--- config.mk ---
export PLATFORM = sky130hd
export DESIGN_NAME = idu_fetch_rx
export DESIGN_NICKNAME = d
export VERILOG_FILES = /design/src/rtl/idu_fetch_rx_pkg.sv /design/src/rtl/idu_beat_reg.sv /design/src/rtl/idu_fetch_rx.sv
export SDC_FILE = /design/constraint.sdc
export NUM_CORES = 1
export LEC_CHECK = 0
export ABC_AREA = 1
export BUFFER_PORTS_ARGS = -buffer_cell sky130_fd_sc_hd__buf_4
export CAP_MARGIN = 20
export CORE_MARGIN = 3
export CORE_UTILIZATION = 30
export DETAILED_ROUTE_END_ITERATION = 8
export MAX_ROUTING_LAYER = met4
export SKIP_LAST_GASP = 1
export SYNTH_ARGS = -nofsm -noshare
export SYNTH_HDL_FRONTEND = slang
export SYNTH_SLANG_ARGS = --single-unit
--- constraint.sdc ---
create_clock -name clk -period 1.55 [get_ports clk]
set_input_delay 0.0775 -clock clk [delete_from_list [all_inputs] [get_ports clk]]
set_output_delay 0.0775 -clock clk [all_outputs]
set_load 0.02 [all_outputs]
--- src/rtl/idu_fetch_rx_pkg.sv ---
// Shared types and constants for the IDU fetch receive buffer.
// Beat layout is {pc, inst} with pc in the upper half.
package idu_fetch_rx_pkg;

  localparam int DATA_WIDTH = 32;

  localparam int PC_HI   = 2*DATA_WIDTH-1;
  localparam int PC_LO   = DATA_WIDTH;
  localparam int INST_HI = DATA_WIDTH-1;
  localparam int INST_LO = 0;

  typedef enum logic [1:0] {
    EMPTY = 2'b00,
    ONE   = 2'b01,
    FULL  = 2'b10
  } rx_state_e;

endpackage

--- src/rtl/idu_beat_reg.sv ---
// Enable-loaded beat register with synchronous reset.
// Holds one {pc, inst} beat for the head or skid slot.
module idu_beat_reg #(
  parameter int WIDTH = 64
) (
  input  logic             clk,
  input  logic             rst,
  input  logic             en,
  input  logic [WIDTH-1:0] d,
  output logic [WIDTH-1:0] q
);

  always_ff @(posedge clk) begin
    if (rst)
      q <= '0;
    else if (en)
      q <= d;
  end

endmodule

--- src/rtl/idu_fetch_rx.sv ---
// Fetch-to-decode receive skid buffer (2 entries) with redirect flush.
// in_ready depends only on registered state, cutting the path from out_ready.
module idu_fetch_rx
  import idu_fetch_rx_pkg::*;
#(
  parameter int DATA_WIDTH = idu_fetch_rx_pkg::DATA_WIDTH,
  parameter int CNT_WIDTH  = 32
) (
  input  logic                    clk,
  input  logic                    rst,
  input  logic                    in_valid,
  output logic                    in_ready,
  input  logic [2*DATA_WIDTH-1:0] in_data,
  input  logic                    flush,
  output logic                    out_valid,
  input  logic                    out_ready,
  output logic [DATA_WIDTH-1:0]   out_pc,
  output logic [DATA_WIDTH-1:0]   out_inst,
  output logic                    out_misaligned,
  output logic [CNT_WIDTH-1:0]    stall_cnt
);

  localparam int BW = 2*DATA_WIDTH;

  rx_state_e       state_q;
  rx_state_e       state_d;
  logic            acc;
  logic            pop;
  logic            head_en;
  logic            skid_en;
  logic [BW-1:0]   head_d;
  logic [BW-1:0]   head_q;
  logic [BW-1:0]   skid_q;

  assign in_ready  = (state_q != FULL) & ~rst;
  assign out_valid = (state_q != EMPTY) & ~flush;
  assign acc       = in_valid & in_ready & ~flush;
  assign pop       = out_valid & out_ready;

  assign out_pc         = head_q[BW-1:DATA_WIDTH];
  assign out_inst       = head_q[DATA_WIDTH-1:0];
  assign out_misaligned = |head_q[DATA_WIDTH+1:DATA_WIDTH];

  always_ff @(posedge clk) begin
    if (rst)
      state_q <= EMPTY;
    else
      state_q <= state_d;
  end

  // Flush wins; acc and pop are already masked by it.
  always_comb begin
    state_d = state_q;
    head_en = 1'b0;
    skid_en = 1'b0;
    head_d  = in_data;
    if (flush) begin
      state_d = EMPTY;
    end else begin
      unique case (state_q)
        EMPTY: begin
          if (acc) begin
            state_d = ONE;
            head_en = 1'b1;
          end
        end
        ONE: begin
          if (acc && pop) begin
            head_en = 1'b1;
          end else if (acc) begin
            state_d = FULL;
            skid_en = 1'b1;
          end else if (pop) begin
            state_d = EMPTY;
          end
        end
        FULL: begin
          if (pop) begin
            state_d = ONE;
            head_en = 1'b1;
            head_d  = skid_q;
          end
        end
        default: state_d = EMPTY;
      endcase
    end
  end

  idu_beat_reg #(.WIDTH(BW)) u_head (
    .clk (clk),
    .rst (rst),
    .en  (head_en),
    .d   (head_d),
    .q   (head_q)
  );

  idu_beat_reg #(.WIDTH(BW)) u_skid (
    .clk (clk),
    .rst (rst),
    .en  (skid_en),
    .d   (in_data),
    .q   (skid_q)
  );

  always_ff @(posedge clk) begin
    if (rst)
      stall_cnt <= '0;
    else if (out_valid && !out_ready)
      stall_cnt <= stall_cnt + CNT_WIDTH'(1);
  end

endmodule

# After elaboration in Yosys (flattened, before gate mapping)
# Cells that the tools add are included.
[word_totals] in_bits=69 out_inout_bits=99 register_bits=162
[op_classes] eq_ne=7 reduce_logical=8 muxes=17 bitwise_logic=7 addsub=1
[ops] operator="64-bit two-way mux" n=3
[ops] operator="32-bit by 1-bit adder with 32-bit output, second input constant" n=1
[ops] operator="2-bit two-way mux" n=5
[ops] operator="2-bit inequality test, second input constant" n=4
[ops] operator="1-bit two-way mux" n=7
[ops] operator="2-bit case mux with 3 select lines" n=1
[ops] operator="1-bit bitwise AND" n=5
[ops] operator="4-bit AND reduction" n=1
[ops] operator="2-bit OR reduction" n=2
[ops] operator="3-bit inequality test, second input constant" n=1
[ops] operator="1-bit case mux with 3 select lines" n=1
[ops] operator="2-bit by 1-bit equality test with 1-bit output, second input constant" n=1
[ops] operator="2-bit equality test, second input constant" n=1
[ops] operator="1-bit logical AND" n=2
[ops] operator="2-bit zero test" n=1
[ops] operator="1-bit inverter" n=2
[ops] operator="2-bit nonzero test" n=1
[ops] operator="1-bit zero test" n=1

# Logic depth before layout (Yosys ltp)
# Gate-level depths: netlist of the first run.
[logic_depth] ltp_word=8 mapped_depth=10

# Hierarchy
# Synthesis of the first run repeated with hierarchy kept, for this count alone.
[unflattened] hier_cells=1198 area_unflattened_um2=8277.9
[modules_own_cells] module="idu_beat_reg" seq_area_each_um2=1281.2 area_per_inst_um2=2666.3 cells_per_inst=405 n_inst=2
[modules_own_cells] module="idu_fetch_rx" seq_area_each_um2=680.7 area_per_inst_um2=2945.3 cells_per_inst=388 n_inst=1

# Worst setup path after synthesis of the first run
# OpenSTA, ideal clock, no wires.
[synth_path] kind="reg-to-reg" from="reg stall_cnt[1]" to="reg stall_cnt[26]" arrival_time_ns=1.515 required_time_ns=1.422 n_path_buf=0 setup_time_ns=0.128 slack_ns=-0.092 path_stages_with_launch=9 cell_sequence="dfxtp_1 ha_1 nand3_1 nor2_1 nand3_1 nor2_1 nand3_1 nand2_1 nor2_1"
[synth_via] elab_chain_len=1
[synth_rtl] item="start, declared" line="idu_fetch_rx.sv:20" rtl="output logic [CNT_WIDTH-1:0] stall_cnt"
[synth_rtl] item="start signal, assigned" line="idu_fetch_rx.sv:109" rtl="stall_cnt <= stall_cnt + CNT_WIDTH'(1);"
[synth_rtl] item="32-bit by 1-bit adder with 32-bit output" line="idu_fetch_rx.sv:109"
# Every way passes these cells.
# A chain may end at the register's enable or synchronous reset.

# Worst setup path in the final report of the first run
[layout_path] from="reg state_q[1]" to="reg u_head.q[1]"
[layout_via] elab_chain_len=8
[layout_rtl] item="start, declared" line="idu_fetch_rx.sv:25" rtl="rx_state_e state_q;"
[layout_rtl] item="start signal, assigned" line="idu_fetch_rx.sv:48" rtl="state_q <= state_d;"
[layout_rtl] item="2-bit inequality test" line="idu_fetch_rx.sv:35" rtl="assign in_ready = (state_q != FULL) & ~rst;"
[layout_rtl] item="1-bit bitwise AND" line="idu_fetch_rx.sv:35"
[layout_rtl] item="1-bit bitwise AND (2 in a row)" line="idu_fetch_rx.sv:37" rtl="assign acc = in_valid & in_ready & ~flush;"
[layout_rtl] item="1-bit logical AND" line="idu_fetch_rx.sv:68" rtl="if (acc && pop) begin"
[layout_rtl] item="1-bit two-way mux" line="idu_fetch_rx.sv:68"
[layout_rtl] item="1-bit case mux with 3 select lines" line="idu_fetch_rx.sv:60" rtl="unique case (state_q)"
[layout_rtl] item="1-bit two-way mux" line="idu_fetch_rx.sv:57" rtl="if (flush) begin"
[layout_rtl] item="end signal, assigned" line="idu_beat_reg.sv:15" rtl="q <= '0;"
[layout_rtl] item="end signal, assigned" line="idu_beat_reg.sv:17" rtl="q <= d;"
[layout_rtl] item="end, declared" line="idu_beat_reg.sv:10" rtl="output logic [WIDTH-1:0] q"
# Several ways; a longest one is shown, not always the timed one.

==> flow_metrics.tcl, run 1 <==
set metrics [dict create \
    status "finished, final reports clean" \
    num_io_pins 168 \
    ys_seq_area_frac 0.453 \
    wire_per_inst_um 14.0 \
    synth-seq-cells 162 \
    n_antenna_cell 0 \
    crit_fanout 11 \
    grt_first_pass_wirelength_um 34700 \
    fp.dieW_um 161 \
    cts_buffers 17 \
    tightest_slew_ns 0.949 \
    clockBufferDepth 2 \
    cpMostUsedCell "nor2_4" \
    gr-total-overflow 0 \
    cp-start-kind "register" \
    syn_area_um2 7170 \
    drt_iter0_drc 359 \
    peakVddDrop_mv 0.595 \
    drt-met1-wl_um 10600 \
    crit_arrival_ns 1.83 \
    rrSetupSlack_ns 0.06 \
    syn_avg_cell_area_um2 6.80 \
    drive_above_1_share 0.233 \
    critPathRequiredTime_ns 1.89 \
    nets 1373 \
    numPortBuffers 167 \
    r2r-start "state_q[1]" \
    cts-root-buf "clkbuf_16" \
    place_area_um2 8990 \
    cts_tree "built" \
    clkSinkCount 162 \
    multi_input_area_um2 3140 \
    min-delay-start "flush" \
    hold_violations 0 \
    cp_slowest_cell "dfxtp_2" \
    hold_path_class "in2reg" \
    num_vias 7407 \
    initial_core_util 0.311 \
    antenna_found_initial 0 \
    period_minus_slack_ns 1.49 \
    setup_violations 0 \
    grt_setup_unrepaired "yes" \
    dieArea_um2 25800 \
    fill_cells 2317 \
    wl_um 22900 \
    syn-instance-count 1054 \
    finalCoreUtilization 0.466 \
    dr_wl_met2_um 10800 \
    ant_nets 0 \
    synth_warnings 0 \
    core_um2 23100 \
    relSlewSlack 0.367 \
    holdPathStages 6 \
    place.gp.congestion 0.815 \
    critical_path.cell_chain "inv_4 > nand2_4 > nor2_4 > nor2_4 > nor2_4 > buf_6 > clkbuf_16 > nand3_1 > a21oi_1" \
    power_density_nw_per_um2 870 \
    max_stage_delay_ns 0.34 \
    dieHeight_um 161 \
    viasPerCell 4.55 \
    clock_skew_ns 0.0112 \
    hold_path_end "stall_cnt[8]" \
    max_freq_mhz 670 \
    row_count 55 \
    cts-htree-levels 4 \
    yosysUniqueCellTypes 26 \
    dp_hpwl_um 13500 \
    r2r_end "u_head.q[1]" \
    final_max_slew_viol_count 0 \
    worst_setup_path_end_kind "register" \
    leakage_nw 4.60 \
    max-cap-violations 0 \
    top_layer "met4" \
    final_cell_mix "nand2_1 (258), buf_4 (189), inv_1 (167), dfxtp_1 (158), a21oi_1 (140)" \
    clk_latency_ns 0.42 \
    grt_pass1_vias 6836 \
    clk_pin_slew_ns 0.07 \
    grt_max_degree 76 \
    syn2layout_area_growth_pct 50.1 \
    finalCritPeriodShare 0.962 \
    fin_area_um2 10800 \
    drt_first_pass_iters 4 \
    crit_start "state_q[1]" \
    seqCellArea_um2 3250 \
    reg2reg_depth 9 \
    crit_type "reg2reg" \
    wl_met3_um 1150 \
    grt.total_usage 0.168 \
    drc 0 \
    mostFrequentLayoutCell "nand2_1" \
    finalPower_mw 9.36 \
    syn_nets 1124 \
]
## routing by layer
| metal | track usage | vias to the layer above |
|---|---|---|
| met5 | - | - |
| met4 | 0.0430 | 0 |
| met3 | 0.0343 | 21 |
| met2 | 0.269 | 182 |
| met1 | 0.216 | 3392 |
| li1 | - | 3812 |
## worst max-delay path: cells and delay by family (launching register included)
kind | cells | cell delay (ns)
compound gates | 1 | 0.12
buf+inv | 3 | 0.40
flops | 1 | 0.34
simple gates | 5 | 0.54
## cell families after synthesis
family,count (synthesis),share of synthesized area
AO/OA/AOI/OAI,221,0.155
buffers and inverters,233,0.129
adder cells (fa/ha/maj),1,0.00175
XOR/XNOR,5,0.00611
AND/OR/NAND/NOR,432,0.255
flip-flops,162,0.453
## where the power goes
part / total, mW / internal [mW] / switching, mW
Sequential: 4.23 / 4.21 / 0.0254
Combinational: 0.807 / 0.412 / 0.395
Clock: 4.32 / 2.44 / 1.88
## area by class of cell
type,count,area share
sequential,162,0.302
multi-input combinational,659,0.292
inverter,175,0.0618
clock buffer,18,0.0399
timing repair buffer,288,0.252
clock inverter,14,0.0157
tap,313,0.0364
## state kept, by name (all words and copies together), names as in the netlist
signal	cells
u_head.q	64
u_skid.q	64
stall_cnt	32
state_q	2
## how the worst max path moves through the flow
stage                               end  slack, ns  cells past startpoint
after floorplan           stall_cnt[11]       0.06                      8
after global placement    stall_cnt[19]      0.009                      8
after detailed placement  stall_cnt[19]      -0.01                      8
after CTS                 stall_cnt[19]     0.0007                      9
after global routing       u_head.q[47]      -0.03                      9
final                       u_head.q[1]       0.06                      9
## repair_timing
item                                    in CTS  in global routing
buffers inserted                             0                  6
endpoints found under the setup margin       5                149
pin swaps                                    0                  9
gates resized for setup                      1                 50
hold endpoints to repair                    78                  0
hold buffers                                67                  0
gates cloned                                 0                 13
## stage by stage
stage               worst slack, ns  hold WS [ns]  setup TNS, ns  instances
floorplan                    0.0612         0.232              0       1054
global placement            0.00930         0.366              0       1512
detailed placement          -0.0146         0.369        -0.0156       1512
CTS                        0.000706        0.0939              0       1611
global route                -0.0339         0.139         -0.510       1629
finish                       0.0582         0.117              0       1629
## synthesized netlist by cell type, drive strengths merged
cell type	instances	area, um2
nand2	265	995
inv	175	657
dfxtp	162	3240
a21oi	146	731
nand3	89	455
o21ai	72	360
nor2	57	244
clkbuf	32	120
buf	26	149
nand4	10	62.6
nor3	8	50.1
xor2	3	26.3
nor3b	2	15.0
xnor2	2	17.5
a211oi	1	7.51
a31oi	1	6.26
ha	1	12.5
o21bai	1	7.51
or2	1	6.26
Note: power is estimated with default switching activity, not from simulation.
==> run 2, diff against run 1 <==
- ABC_AREA: 1 -> 0
==> run 2 against run 1 <==
Effect of this change:
- critical path depth down 3
- via count is 4.8% lower
- the run now ends with negative setup slack left
- highest routed layer unchanged
- die area decreased by 1.6%
- register-to-register slack worse by 0.21 ns
==> flow_metrics.tcl, run 2 <==
set metrics [dict create \
    status "finished with violations" \
    failed_checks "negative setup slack" \
    final_max_slew_viol_count 0 \
    cts_buffers 17 \
    synth-seq-cells 162 \
    cts-htree-levels 4 \
    max_stage_delay_ns 0.38 \
    grt.total_usage 0.167 \
    dieHeight_um 159 \
    setup_ws_ns -0.156 \
    clkSinkCount 162 \
    cts_tree "built" \
    crit_type "reg2reg" \
    num_vias 7048 \
    syn_area_um2 7050 \
    clockBufferDepth 2 \
    ys_seq_area_frac 0.460 \
    syn-instance-count 784 \
    finalCritPeriodShare 1.10 \
    largest_registers "u_head.q x64, u_skid.q x64, stall_cnt x32" \
    n_antenna_cell 0 \
    clock_skew_ns 0.0132 \
    synth_edf_count 0 \
    viasPerCell 4.98 \
    peakVddDrop_mv 0.562 \
    grt_setup_unrepaired "yes" \
    relSlewSlack 0.589 \
    setup_violations 104 \
    max-cap-violations 0 \
    fp.dieW_um 159 \
    fill_cells 2150 \
    mostFrequentLayoutCell "buf_4" \
    drt_first_pass_iters 4 \
    place.gp.congestion 0.804 \
    yosysUniqueCellTypes 44 \
    finalPower_mw 9.63 \
    hold_violations 0 \
    ant_nets 0 \
    setup_tns_ns -6.04 \
    antenna_found_initial 0 \
    cts-root-buf "clkbuf_16" \
    clk_pin_slew_ns 0.07 \
    critPathRequiredTime_ns 1.88 \
    synth.top_cell.area_share 0.460 \
    syn2layout_area_growth_pct 64.8 \
    gr-total-overflow 0 \
    tightest_slew_ns 0.616 \
    max_freq_mhz 586 \
    nets 1159 \
    num_io_pins 168 \
    dp_hpwl_um 13100 \
    path_buf_inv 3 \
    cp_slowest_cell "dfxtp_4" \
    crit_arrival_ns 2.04 \
    numPortBuffers 167 \
    yosysMostFrequentCell "dfxtp_1" \
    final_cell_mix "buf_4 (238), a21oi_1 (135), nand2_1 (130), dfxtp_1 (130), dlygate4sd3_1 (66)" \
    critical_path.cell_chain "and2b_2 > a32o_4 > buf_8 > buf_12 > clkbuf_16 > a311oi_2" \
    core_um2 22800 \
    seqCellArea_um2 3330 \
    synth_top_area_cell "dfxtp_1" \
    critPathTopFamily "compound AO/OA/AOI/OAI gates" \
    row_count 55 \
    yosys_most_used_dff "dfxtp_1" \
    grt_max_degree 116 \
    dieArea_um2 25400 \
    hold_path_class "in2reg" \
    drt_iter0_drc 333 \
    period_minus_slack_ns 1.71 \
    crit_fanout 7 \
    syn_nets 854 \
    initial_core_util 0.309 \
    grt_pass1_vias 6591 \
    synth_warnings 0 \
    wl_um 24700 \
    worst_hold_slack_ns 0.132 \
    drc 0 \
    wire_per_inst_um 17.5 \
    worst_setup_path_end_kind "register" \
    leakage_nw 4.40 \
    syn_avg_cell_area_um2 8.99 \
    clk_latency_ns 0.42 \
    grt_first_pass_wirelength_um 34200 \
    synthArstFlopShare 0 \
    synth.top_cells.by_area "dfxtp_1 (46%), a21oi_1 (10%), mux2i_1 (9.2%), a311oi_1 (8.0%), nand2_1 (7.5%)" \
    cp-start-kind "register" \
    power_density_nw_per_um2 829 \
    multi_input_area_um2 3860 \
    dp_slack_ns -0.174 \
    drive_above_1_share 0.407 \
    ys_top_cells_by_count "dfxtp_1 (162), a21oi_1 (146), nand2_1 (140)" \
]
[run 2: final timing paths]
| check | slack [ns] | end | from | depth (start not counted) |
|---|---|---|---|---|
| min | 0.13 | state_q[1] | out_ready | 4 |
| max | -0.16 | u_head.q[43] | state_q[0] | 6 |
| max reg2reg | -0.16 | u_head.q[43] | state_q[0] | 6 |
| min reg2reg | 0.45 | u_skid.q[41] | u_skid.q[41] | 2 |
[run 2: tightest hold or removal path, delay by kind of cell]
family	cells	cell delay, ns
simple gates	2	0.17
buf+inv	2	0.27
[run 2: report_power, final]
| part | leakage (nW) | switching (mW) | internal, mW |
|---|---|---|---|
| logic | 2.80 | 0.646 | 0.623 |
| registers | 1.34 | 0.0641 | 4.23 |
| clock network | 0.269 | 1.86 | 2.21 |
[run 2: metrics by stage]
stage	instance area, um2	instances	util
2_1_floorplan	7220	784	-
3_3_place_gp	9070	1261	0.397
3_5_place_dp	9070	1261	0.397
4_1_cts	10500	1376	0.460
5_1_grt	11600	1415	0.508
6_report	11600	1415	0.508
[run 2: kinds of logic (layout without fill, tap and decap cells)]
kind of cell,count (synthesis),in the layout,synth area share
AO/OA/AOI/OAI,232,232,0.204
flip-flops,162,162,0.460
multiplexers,70,70,0.100
adder cells (fa/ha/maj),1,1,0.00177
AND/OR/NAND/NOR,233,234,0.154
XOR/XNOR,9,9,0.0112
buffers and inverters,77,394,0.0683
[run 2: metal layers]
metal,vias up,track usage,part of all wire
met2,169,0.280,0.50
li1,3470,-,-
met1,3390,0.203,0.44
met4,0,0.0398,0.014
met3,19,0.0427,0.052
met5,-,-,0
[run 2: layout make-up]
class,instances,share of cell area
Clock inverter,13,0.00862
Sequential cell,162,0.287
Inverter,3,0.00118
Timing Repair Buffer,359,0.297
Multi-Input combinational cell,546,0.332
Clock buffer,19,0.0400
Tap cell,313,0.0337
[run 2: repair_timing]
item | in CTS | in global routing
gates cloned | 3 | 21
buffers inserted | 14 | 20
endpoints found under the setup margin | 145 | 135
gates resized for setup | 17 | 109
hold buffers | 66 | 0
endpoints found under the hold margin | 71 | 0
pin swaps | 11 | 64
==> run 3, diff against run 2 <==
- SETUP_SLACK_MARGIN: not set -> 0.05
==> run 3 against run 2 <==
Effect of this change:
- the run still ends with negative setup slack left
- die area unchanged
- core utilization is 3.7 points higher
- via count grew 3.3%
- hold slack worse by 0.031 ns
- largest cell class unchanged
==> flow_metrics.tcl, run 3 (same netlist as run 2, synthesis figures left out) <==
set metrics [dict create \
    place.gp.congestion 0.823 \
    fin_area_um2 12500 \
    crit_type "reg2reg" \
    drt_iter0_drc 488 \
    fp.dieW_um 159 \
    tightest_slew_ns 0.769 \
    clkSinkCount 162 \
    worst_setup_path_end_kind "register" \
    num_io_pins 168 \
    setup_ws_ns -0.159 \
    max_stage_delay_ns 0.43 \
    grt_setup_unrepaired "yes" \
    period_minus_slack_ns 1.71 \
    drc 0 \
    power_density_nw_per_um2 831 \
    drt-met1-wl_um 11200 \
    dp_hpwl_um 13400 \
    row_count 55 \
    worst_hold_slack_ns 0.101 \
    clk_pin_slew_ns 0.07 \
    power_switching_mw 2.61 \
    crit_fanout 5 \
    cts-htree-levels 4 \
    cp-start-kind "register" \
    rrSetupSlack_ns -0.16 \
    peakVddDrop_mv 0.638 \
    min-delay-start "in_valid" \
    final_max_slew_viol_count 0 \
    status "finished with violations" \
    top_layer "met4" \
    viasPerCell 5.12 \
    dieHeight_um 159 \
    switching_share 0.252 \
    wl_met3_um 977 \
    max_freq_mhz 585 \
    finalPower_mw 10.3 \
    cp_slowest_cell "or4_1" \
    relSlewSlack 0.487 \
    drive_above_1_share 0.484 \
    r2r_end "stall_cnt[25]" \
    cts_tree "built" \
    grt_first_pass_wirelength_um 38100 \
    final_cell_mix "buf_4 (229), dfxtp_1 (130), nand2_1 (111), a21oi_1 (71), dlygate4sd3_1 (66)" \
    failed_checks "negative setup slack" \
    holdPathStages 4 \
    place_area_um2 9090 \
    num_vias 7283 \
    hold_violations 0 \
    max-cap-violations 0 \
    cellInternalPower_mw 7.74 \
    setup_violations 108 \
    finalCritPeriodShare 1.10 \
    dr_wl_met2_um 13700 \
    ant_nets 0 \
    antenna_found_initial 0 \
    clk_latency_ns 0.42 \
    hold_path_end "state_q[0]" \
    clockBufferDepth 2 \
    pwr-share-clk 0.438 \
    drt_first_pass_iters 5 \
    gr-total-overflow 0 \
    grt_pass1_vias 7097 \
    numPortBuffers 167 \
    grt_max_degree 90 \
    wire_per_inst_um 18.5 \
    hold_path_class "in2reg" \
    core_um2 22800 \
    dieArea_um2 25400 \
    reg2reg_depth 6 \
    p_seq_frac 0.417 \
    critPathRequiredTime_ns 1.90 \
    initial_core_util 0.309 \
    syn2layout_area_growth_pct 76.7 \
    mostFrequentLayoutCell "buf_4" \
    leakage_nw 4.77 \
    largest_registers "u_head.q x64, u_skid.q x64, stall_cnt x32" \
    p_comb_frac 0.145 \
    wl_um 26300 \
    cts-root-buf "clkbuf_16" \
    clock_skew_ns 0.00885 \
    n_antenna_cell 0 \
    crit_arrival_ns 2.06 \
    nets 1167 \
    r2r-start "stall_cnt[4]" \
    cts_buffers 17 \
    critical_path.cell_chain "and4_4 > buf_6 > nand4_4 > buf_12 > or4_1 > a21oi_2" \
    grt.total_usage 0.190 \
]
## run 3: cell count changes in the layout (fill, tap and decap cells not counted), moves of 9 or more
cell | before | now
a21oi_1 | 135 | 71
a21oi_2 | 11 | 65
a21oi_4 | 0 | 10
buf_16 | 0 | 19
buf_4 | 238 | 229
nand2_1 | 130 | 111
nand2_4 | 10 | 23
## run 3: power groups by stage
| stage | clock [mW] | combinational, mW | sequential (mW) |
|---|---|---|---|
| detailed placement | 0 | 0.942 | 4.39 |
| finish | 4.53 | 1.50 | 4.32 |
| global placement | 0 | 0.934 | 4.39 |
| floorplan | 0 | 0.383 | 4.49 |
| CTS | 4.63 | 1.38 | 4.31 |
| global route | 4.79 | 1.58 | 4.32 |
## run 3: metal layers
layer,vias to the layer above,GRT usage
met1,3561,0.230
met4,0,0.0585
met3,32,0.0297
li1,3495,-
met5,-,-
met2,195,0.325
## run 3: how the worst max path moves through the flow
| stage | startpoint | slack, ns | cells after the start | endpoint |
|---|---|---|---|---|
| 6_report | stall_cnt[4] | -0.16 | 6 | stall_cnt[25] |
| 5_1_grt | stall_cnt[4] | -0.25 | 6 | stall_cnt[25] |
| 4_1_cts | stall_cnt[0] | -0.14 | 5 | stall_cnt[22] |
| 3_5_place_dp | state_q[1] | -0.19 | 5 | stall_cnt[24] |
| 3_3_place_gp | state_q[1] | -0.12 | 5 | stall_cnt[24] |
| 2_1_floorplan | stall_cnt[0] | -0.02 | 6 | stall_cnt[30] |
## run 3: per-stage QoR
stage | TNS [ns] | worst slack, ns | std cells | util
2_1_floorplan | -0.0696 | -0.0200 | 784 | -
3_3_place_gp | -4.54 | -0.124 | 1263 | 0.398
3_5_place_dp | -9.06 | -0.191 | 1263 | 0.398
4_1_cts | -6.74 | -0.135 | 1409 | 0.510
5_1_grt | -18.52 | -0.250 | 1423 | 0.545
6_report | -7.82 | -0.159 | 1423 | 0.545
## run 3: cell type report
type | count | area [um2]
fill | 1975 | 10400
multi-input combinational | 545 | 4280
timing repair buffer | 368 | 3830
sequential | 162 | 3330
clock buffer | 20 | 447
tap | 313 | 392
clock inverter | 12 | 178
inverter | 3 | 12.5
## run 3: critical path: cells and delay by family, from the launching register on
kind / cells / cell delay, ns
flip-flops: 1 / 0.34
AND/OR/NAND/NOR: 3 / 0.85
AO/OA/AOI/OAI: 1 / 0.14
buffers and inverters: 2 / 0.29
## run 3: what timing repair did
item | CTS | global route
hold endpoints to repair | 66 | 0
pin swaps | 68 | 82
buffers inserted | 24 | 12
cloned | 24 | 10
endpoints found under the setup margin | 152 | 153
hold buffers | 66 | 0
resized for setup | 103 | 164
